$ cat src/rtl/ten_bit_reg_arbiter.sv
// ten_bit_reg_arbiter: round-robin arbiter sharing one load-enabled register among NUM_REQ writers
//   clk, rst       : rising-edge clock, synchronous active-high reset
//   req, wr_data   : per-requester level request and data slice [i*WIDTH +: WIDTH]
//   grant, ack     : one-hot owner, one-cycle acknowledge at load
//   reg_d, reg_ld  : register data and one-cycle load strobe
//   busy           : high while in GRANT or LOAD
//   REG_ARB_FIXED_PRIO_EN : when defined, lowest-index request always wins
module ten_bit_reg_arbiter #(
  parameter int NUM_REQ = 4,
  parameter int WIDTH = 10
) (
  input  logic                     clk,
  input  logic                     rst,
  input  logic [NUM_REQ-1:0]       req,
  input  logic [NUM_REQ*WIDTH-1:0] wr_data,
  output logic [NUM_REQ-1:0]       grant,
  output logic [NUM_REQ-1:0]       ack,
  output logic [WIDTH-1:0]         reg_d,
  output logic                     reg_ld,
  output logic                     busy
);
  localparam int PW = (NUM_REQ > 1) ? $clog2(NUM_REQ) : 1;
  typedef enum logic [1:0] {IDLE, GRANT, LOAD} state_t;
  state_t state, state_n;
  logic [PW-1:0] ptr, ptr_n, win, win_n, nxt_ptr, start, pick, sel;
  logic [PW:0] idx;
  logic [NUM_REQ-1:0] arb_req, grant_n, ack_n;
  logic [WIDTH-1:0] reg_d_n;
  logic reg_ld_n, busy_n, found;
  assign nxt_ptr = (win == PW'(NUM_REQ - 1)) ? '0 : win + 1'b1;
  // In LOAD the current winner (grant) is masked so it cannot win twice in a row.
  always_comb begin
    arb_req = (state == LOAD) ? req & ~grant : req;
`ifdef REG_ARB_FIXED_PRIO_EN
    start = '0;
`else
    start = (state == LOAD) ? nxt_ptr : ptr;
`endif
    pick = '0;
    found = 1'b0;
    idx = '0;
    sel = '0;
    for (int i = 0; i < NUM_REQ; i++) begin
      idx = {1'b0, start} + (PW+1)'(i);
      idx = (idx >= (PW+1)'(NUM_REQ)) ? idx - (PW+1)'(NUM_REQ) : idx;
      sel = idx[PW-1:0];
      if (!found && arb_req[sel]) begin
        pick = sel;
        found = 1'b1;
      end
    end
  end
  always_comb begin
    state_n = state;
    ptr_n = ptr;
    win_n = win;
    grant_n = grant;
    ack_n = '0;
    reg_ld_n = 1'b0;
    reg_d_n = reg_d;
    unique case (state)
      IDLE: begin
        state_n = found ? GRANT : IDLE;
        win_n = found ? pick : win;
        grant_n = found ? NUM_REQ'(1) << pick : '0;
      end
      GRANT: begin
        state_n = req[win] ? LOAD : IDLE;
        reg_d_n = req[win] ? wr_data[win*WIDTH +: WIDTH] : reg_d;
        reg_ld_n = req[win];
        ack_n = req[win] ? grant : '0;
        grant_n = req[win] ? grant : '0;
      end
      LOAD: begin
        ptr_n = nxt_ptr;
        state_n = found ? GRANT : IDLE;
        win_n = found ? pick : win;
        grant_n = found ? NUM_REQ'(1) << pick : '0;
      end
      default: state_n = IDLE;
    endcase
    busy_n = state_n != IDLE;
  end
  always_ff @(posedge clk) begin
    if (rst) begin
      state <= IDLE;
      ptr <= '0;
      win <= '0;
      grant <= '0;
      ack <= '0;
      reg_ld <= 1'b0;
      reg_d <= '0;
      busy <= 1'b0;
    end else begin
      state <= state_n;
      ptr <= ptr_n;
      win <= win_n;
      grant <= grant_n;
      ack <= ack_n;
      reg_ld <= reg_ld_n;
      reg_d <= reg_d_n;
      busy <= busy_n;
    end
  end
endmodule

$ cat config.mk
export PLATFORM = sky130hd
export DESIGN_NAME = ten_bit_reg_arbiter
export DESIGN_NICKNAME = d
export VERILOG_FILES = /design/src/rtl/ten_bit_reg_arbiter.sv
export SDC_FILE = /design/constraint.sdc
export NUM_CORES = 1
export LEC_CHECK = 0
export ABC_AREA = 1
export ABC_CLOCK_PERIOD_IN_PS = 1640
export CAP_MARGIN = 25
export CORE_AREA = 3 3 70 72
export DETAILED_ROUTE_END_ITERATION = 10
export DIE_AREA = 0 0 73 75
export MAX_ROUTING_LAYER = met4
export PLACE_DENSITY_LB_ADDON = 0.25
export SYNTH_ARGS = -nofsm -noshare
export SYNTH_HDL_FRONTEND = slang
export SYNTH_SLANG_ARGS = --single-unit
$ cat constraint.sdc
create_clock -name clk -period 1.64 [get_ports clk]
set_input_delay 0.328 -clock clk [delete_from_list [all_inputs] [get_ports clk]]
set_output_delay 0.328 -clock clk [all_outputs]
set_load 0.1 [all_outputs]
Yosys cells after proc, flatten, opt, wreduce, memory -nomap -nowiden:

Index checks and enable logic that the tools add are counted.

* flip-flop bits (word level): 26

* equal/unequal tests: 3
* reductions and logical operators: 13
* muxes and demuxes: 31
* $lt $le $gt $ge: 9
* shift-type cells: 2
* $mul: 1
* bitwise logic cells: 3
* add/subtract/negate cells: 8

Operators with widths (count)
* $shiftx A40 B7 Y10: 1
* $mux W2: 11
* $lt A2 B3 Y1 const B: 5
* $mux W4: 3
* $bmux W1 S2: 5
* $mux W1: 10
* $ge A3 B3 Y1 const B: 3
* $pmux W4 S2: 1
* $sub A2 B1 Y2 const B: 4
* $add A2 B2 Y3 const B: 2
* $mul A2 B3 Y5 const B: 1
* $and A4 B4 Y4: 1
* $eq A2 B2 Y1 const B: 2
* $not A4 Y4: 1
* $pmux W2 S2: 1
* $reduce_and A2 Y1: 2
* $reduce_bool A2 Y1: 2
* $reduce_or A2 Y1: 2
* $shl A1 B2 Y4 const A: 1
* $add A2 B1 Y3 const B: 1
* $ge A2 B3 Y1 const B: 1
* $logic_and A1 B1 Y1: 3
* $logic_not A1 Y1: 3
* $add A2 B1 Y2 const B: 1
* 3 further kinds: 3

Depth between registers and ports, before layout:

* word-level depth: 20
* gate-level depth with buffers: 17
* gate-level depth less buffers: 16

Least setup slack after synthesis:

Ideal clock, no wire load.

* path kind: register to register
* start: reg grant[3]
* end: reg win[0]
* data required time: 1.516 ns
* slack: -0.559 ns
* buffers on the path: 0
* arrival: 2.076 ns
* stages on the path, launching flop included: 14
* cell sequence: dfxtp_1 > nand3_1 > nand2_1 > inv_1 > nand2_1 > nand2_2 > nand2_2 > nand2_2 > nor2_4 > nand2_2 > o21ai_2 > nor2_2 > a21oi_1 > nor2_1

* word-level cells in the longest chain between the ends: 16
* elaborated cells on any way between the ends: 26
* classes of those cells: mux (17); bitwise (2); reduce/logical (7)

RTL lines
* start, declared: line 16 `output logic [NUM_REQ-1:0] grant,`
* start signal, assigned: line 98 `grant <= grant_n;`
* $not A4 Y4 (*): line 33 `arb_req = (state == LOAD) ? req & ~grant : req;`
* $and A4 B4 Y4 (*): line 33
* $mux W4 (*): line 33
* $bmux W1 S2: line 47 `if (!found && arb_req[sel]) begin`
* $mux W1 (implied by the code): line 47
* $mux W1: line 47
* $logic_not A1 Y1: line 47
* $logic_and A1 B1 Y1: line 47
* $mux W1: line 47
* $logic_not A1 Y1: line 47
* $logic_and A1 B1 Y1: line 47
* $mux W1: line 47
* $logic_not A1 Y1: line 47
* $logic_and A1 B1 Y1: line 47
* $mux W1: line 47
* $reduce_and A2 Y1 (no line)
* end signal, assigned: line 97 `win <= win_n;`
* end, declared: line 25 `logic [PW-1:0] ptr, ptr_n, win, win_n, nxt_ptr, start, pick, sel;`

Mark *: on every way between the ends. The rest lies on a longest branch, timed or not. The select of a mux whose other input is x is not followed.
A chain may end at the register's enable or synchronous reset.

Worst setup path in the final report:

* start: reg win[0]
* end: reg win[0]

* word-level cells in the longest chain between the ends: 18
* elaborated cells on any way between the ends: 42
* classes of those cells: add/sub (8); order compare (4); eq/ne (1); mux (22); reduce/logical (7)

RTL lines
* $add A2 B1 Y2 or $eq A2 B2 Y1 (tied branches): line 30 `assign nxt_ptr = (win == PW'(NUM_REQ - 1)) ? '0 : win + 1'b1;`
* $mux W2 (*): line 30
* $mux W2 (*)
* parallel branches: the longest is 15 deep, another holds $add A2 B1 Y3

Mark *: on every way between the ends. The select of a mux whose other input is x is not followed.

==> results.json <==
{
  "post_dp_cell_area_um2": 2780,
  "cts_tree": "yes",
  "vdd_drop_max_uv": 777,
  "ctsLongestPathBuffers": 2,
  "viasPerCell": 5.19,
  "startpoint_type": "flop",
  "vias": 2186,
  "start_util": 0.390,
  "die-area_um2": 5480,
  "setup_slack_ns": -0.322,
  "rsz0062_at_grt": "yes",
  "n_antenna_cell": 0,
  "p_per_area_nw_per_um2": 1440,
  "power_uw": 4610,
  "finalCritPeriodShare": 1.20,
  "path_clk_slew_ns": 0.09,
  "drtIter0Drc": 181,
  "antenna_found_initial": 0,
  "wl_per_cell_um": 13.8,
  "hold_path_class": "flop to flop",
  "grt_max_degree": 23,
  "avgSynthCellArea_um2": 6.19,
  "min-delay-start": "grant[2]$_SDFFE_PP0N_",
  "postRouteAntennaNets": 0,
  "finalSetupTns_ns": -2.29,
  "min_period_ns": 1.96,
  "yosysSeqAreaShare": 0.307,
  "fmax_ghz": 0.510,
  "rrSetupSlack_ns": -0.32,
  "firstDrtPassIters": 4,
  "clk-insertion-delay-late_ns": 0.28,
  "synth_cells": 274,
  "required_ns": 1.82,
  "synth_nets": 321,
  "slew_viol_final": 0,
  "die_y_um": 75,
  "clock_skew_ns": 0.00237,
  "fin_hold_ws_ns": 0.537,
  "stdcell_area_um2": 3210,
  "hold_buffers": 0,
  "cp-end-kind": "flop",
  "ys_warn_count": 0,
  "grt_pass1_wl_um": 8490,
  "drcViolationCount": 0,
  "dp_hpwl_um": 3880,
  "synth_area_um2": 1700,
  "cap_violations": 0,
  "ioPinCount": 66,
  "gr-total-overflow": 0,
  "ys_ff_latch": 26,
  "core.rowCount": 24,
  "dieWidth_um": 73,
  "slew-limit-headroom": 0.738,
  "drive_above_1_share": 0.382,
  "first_global_vias": 1941,
  "r2r_start": "win[0]$_SDFFE_PP0P_",
  "crit_start": "win[0]$_SDFFE_PP0P_",
  "worst_pin_slew_ns": 0.392,
  "critPathKind": "flop to flop",
  "wl_um": 5800,
  "cts_buffers": 3,
  "core-area_um2": 4350,
  "place_congestion": 0.922,
  "path_max_fanout": 5,
  "place_inst": 402,
  "htree_levels": 1,
  "io_buffers": 65,
  "violations": "negative setup slack",
  "syn2layout_area_growth_pct": 89.4,
  "finalHoldViolations": 0,
  "fin_cells": 421,
  "clock_sinks": 26,
  "p_leak_uw": 0.00137,
  "grt_use_total": 0.202,
  "yosysUniqueCellTypes": 23,
  "setup_viol": 19,
  "cts_root_buf": "clkbuf_8",
  "status": "finished with violations",
  "critPathArrivalTime_ns": 2.14,
  "final_nets": 417
}
[cells by family (layout without fill, tap and decap cells)]
group / Yosys count / in the layout / synth area share
and+or+nand+nor: 147 / 149 / 0.391
adders and majority gates: 1 / 1 / 0.00737
DFF: 26 / 26 / 0.307
AOI/OAI and AO/OA: 61 / 61 / 0.195
buffers and inverters: 39 / 132 / 0.100
[layer usage]
layer / track usage / up-vias / wire length [um]
met5: - / - / 0
met4: 0.0574 / 0 / 116
met3: 0.0628 / 11 / 524
met2: 0.340 / 102 / 2950
met1: 0.231 / 993 / 2210
li1: - / 1080 / -
[worst max-delay path, cell delays in order, from the launching register on]
cell	delay, ns
dfxtp_4	0.40
ha_4	0.16
inv_2	0.04
nand2_2	0.07
nand2_4	0.08
nand2_2	0.15
nand2_1	0.11
nand3_2	0.11
nand2_4	0.06
nor2_4	0.14
nand2_2	0.09
o21ai_4	0.22
nor2_4	0.08
a21oi_2	0.11
nor2_1	0.05
[sequential cells by signal, summed over array words and instances, names as in the netlist]
signal / flops
reg_d: 10
ack: 4
grant: 4
ptr: 2
state: 2
win: 2
busy: 1
reg_ld: 1
[path summary, 6_finish.rpt]
| kind | cells after the start | to |
|---|---|---|
| min reg2reg | 2 | ack[2]$_SDFF_PP0_ |
| max | 14 | win[0]$_SDFFE_PP0P_ |
| max reg2reg | 14 | win[0]$_SDFFE_PP0P_ |
| min | 2 | ack[2]$_SDFF_PP0_ |
[metrics by stage]
step / utilization / worst slack, ns
global route: 0.738 / -0.387
finish: 0.738 / -0.322
CTS: 0.684 / -0.185
global placement: 0.637 / -0.303
detailed placement: 0.637 / -0.360
floorplan: - / -0.0941
[where the power goes]
part / switching (uW) / internal [uW]
registers: 144 / 786
clock network: 215 / 327
logic: 1890 / 1250
[cell usage after synthesis]
master    instances  share of area
nand2_2          19          0.070
inv_1            21          0.046
inv_2             4         0.0088
nor2_1           56           0.12
o21ai_2           1         0.0052
dfxtp_1          26           0.31
buf_6             3          0.020
ha_1              1         0.0074
a21oi_2           2          0.010
a31oi_1          10          0.037
o22ai_1           1         0.0037
nand2_4           2          0.013
nor2_4            1         0.0066
a21oi_1           5          0.015
o21ai_1           1         0.0029
nor2_2            2         0.0074
buf_2             1         0.0029
clkbuf_1         10          0.022
nand4_1           2         0.0074
nand2_1          48           0.11
nand3_1          15          0.044
o21ai_0          41           0.12
nand3_2           2          0.012
[timing repair]
| action | in CTS | in global routing |
|---|---|---|
| resized for setup | 24 | 43 |
| endpoints found under the setup margin | 22 | 24 |
| pin swaps | 22 | 18 |
| buffers inserted | 5 | 6 |
| gates cloned | 2 | 2 |
[placed cells by master (no fill, tap or decap)]
cell type        synthesis  routed
buf_4                    0      30
inv_1                   21      16
nand2_1                 48      31
buf_6                    3       6
nand3_4                  0       1
buf_12                   0      22
dfxtp_2                  0       2
ha_4                     0       1
inv_4                    0       1
bufinv_16                0       1
nor2_1                  56      52
nor2_2                   2       2
a31oi_1                 10      10
nand2_8                  0       2
o21ai_4                  0       1
clkdlybuf4s50_1          0      45
nand4_1                  2       2
inv_2                    4       8
nand2_4                  2      15
clkbuf_8                 0       3
o21ai_0                 41      40
dfxtp_4                  0       6
nor2_4                   1       5
a21oi_2                  2       6
nand3_2                  2       6
nand3_1                 15      10
nand2_2                 19      23
o21ai_1                  1       2
a21oi_1                  5       1
o22ai_1                  1       1
dfxtp_1                 26      18
[cell type report]
class | count | area (um2)
clock buffer | 3 | 41.3
sequential | 26 | 546
tap | 52 | 65.1
timing repair buffer | 103 | 1180
inverter | 25 | 96.3
multi-input combinational | 211 | 1250
clock inverter | 1 | 30.0
fill | 293 | 1140
(Power assumes the default switching activity.)
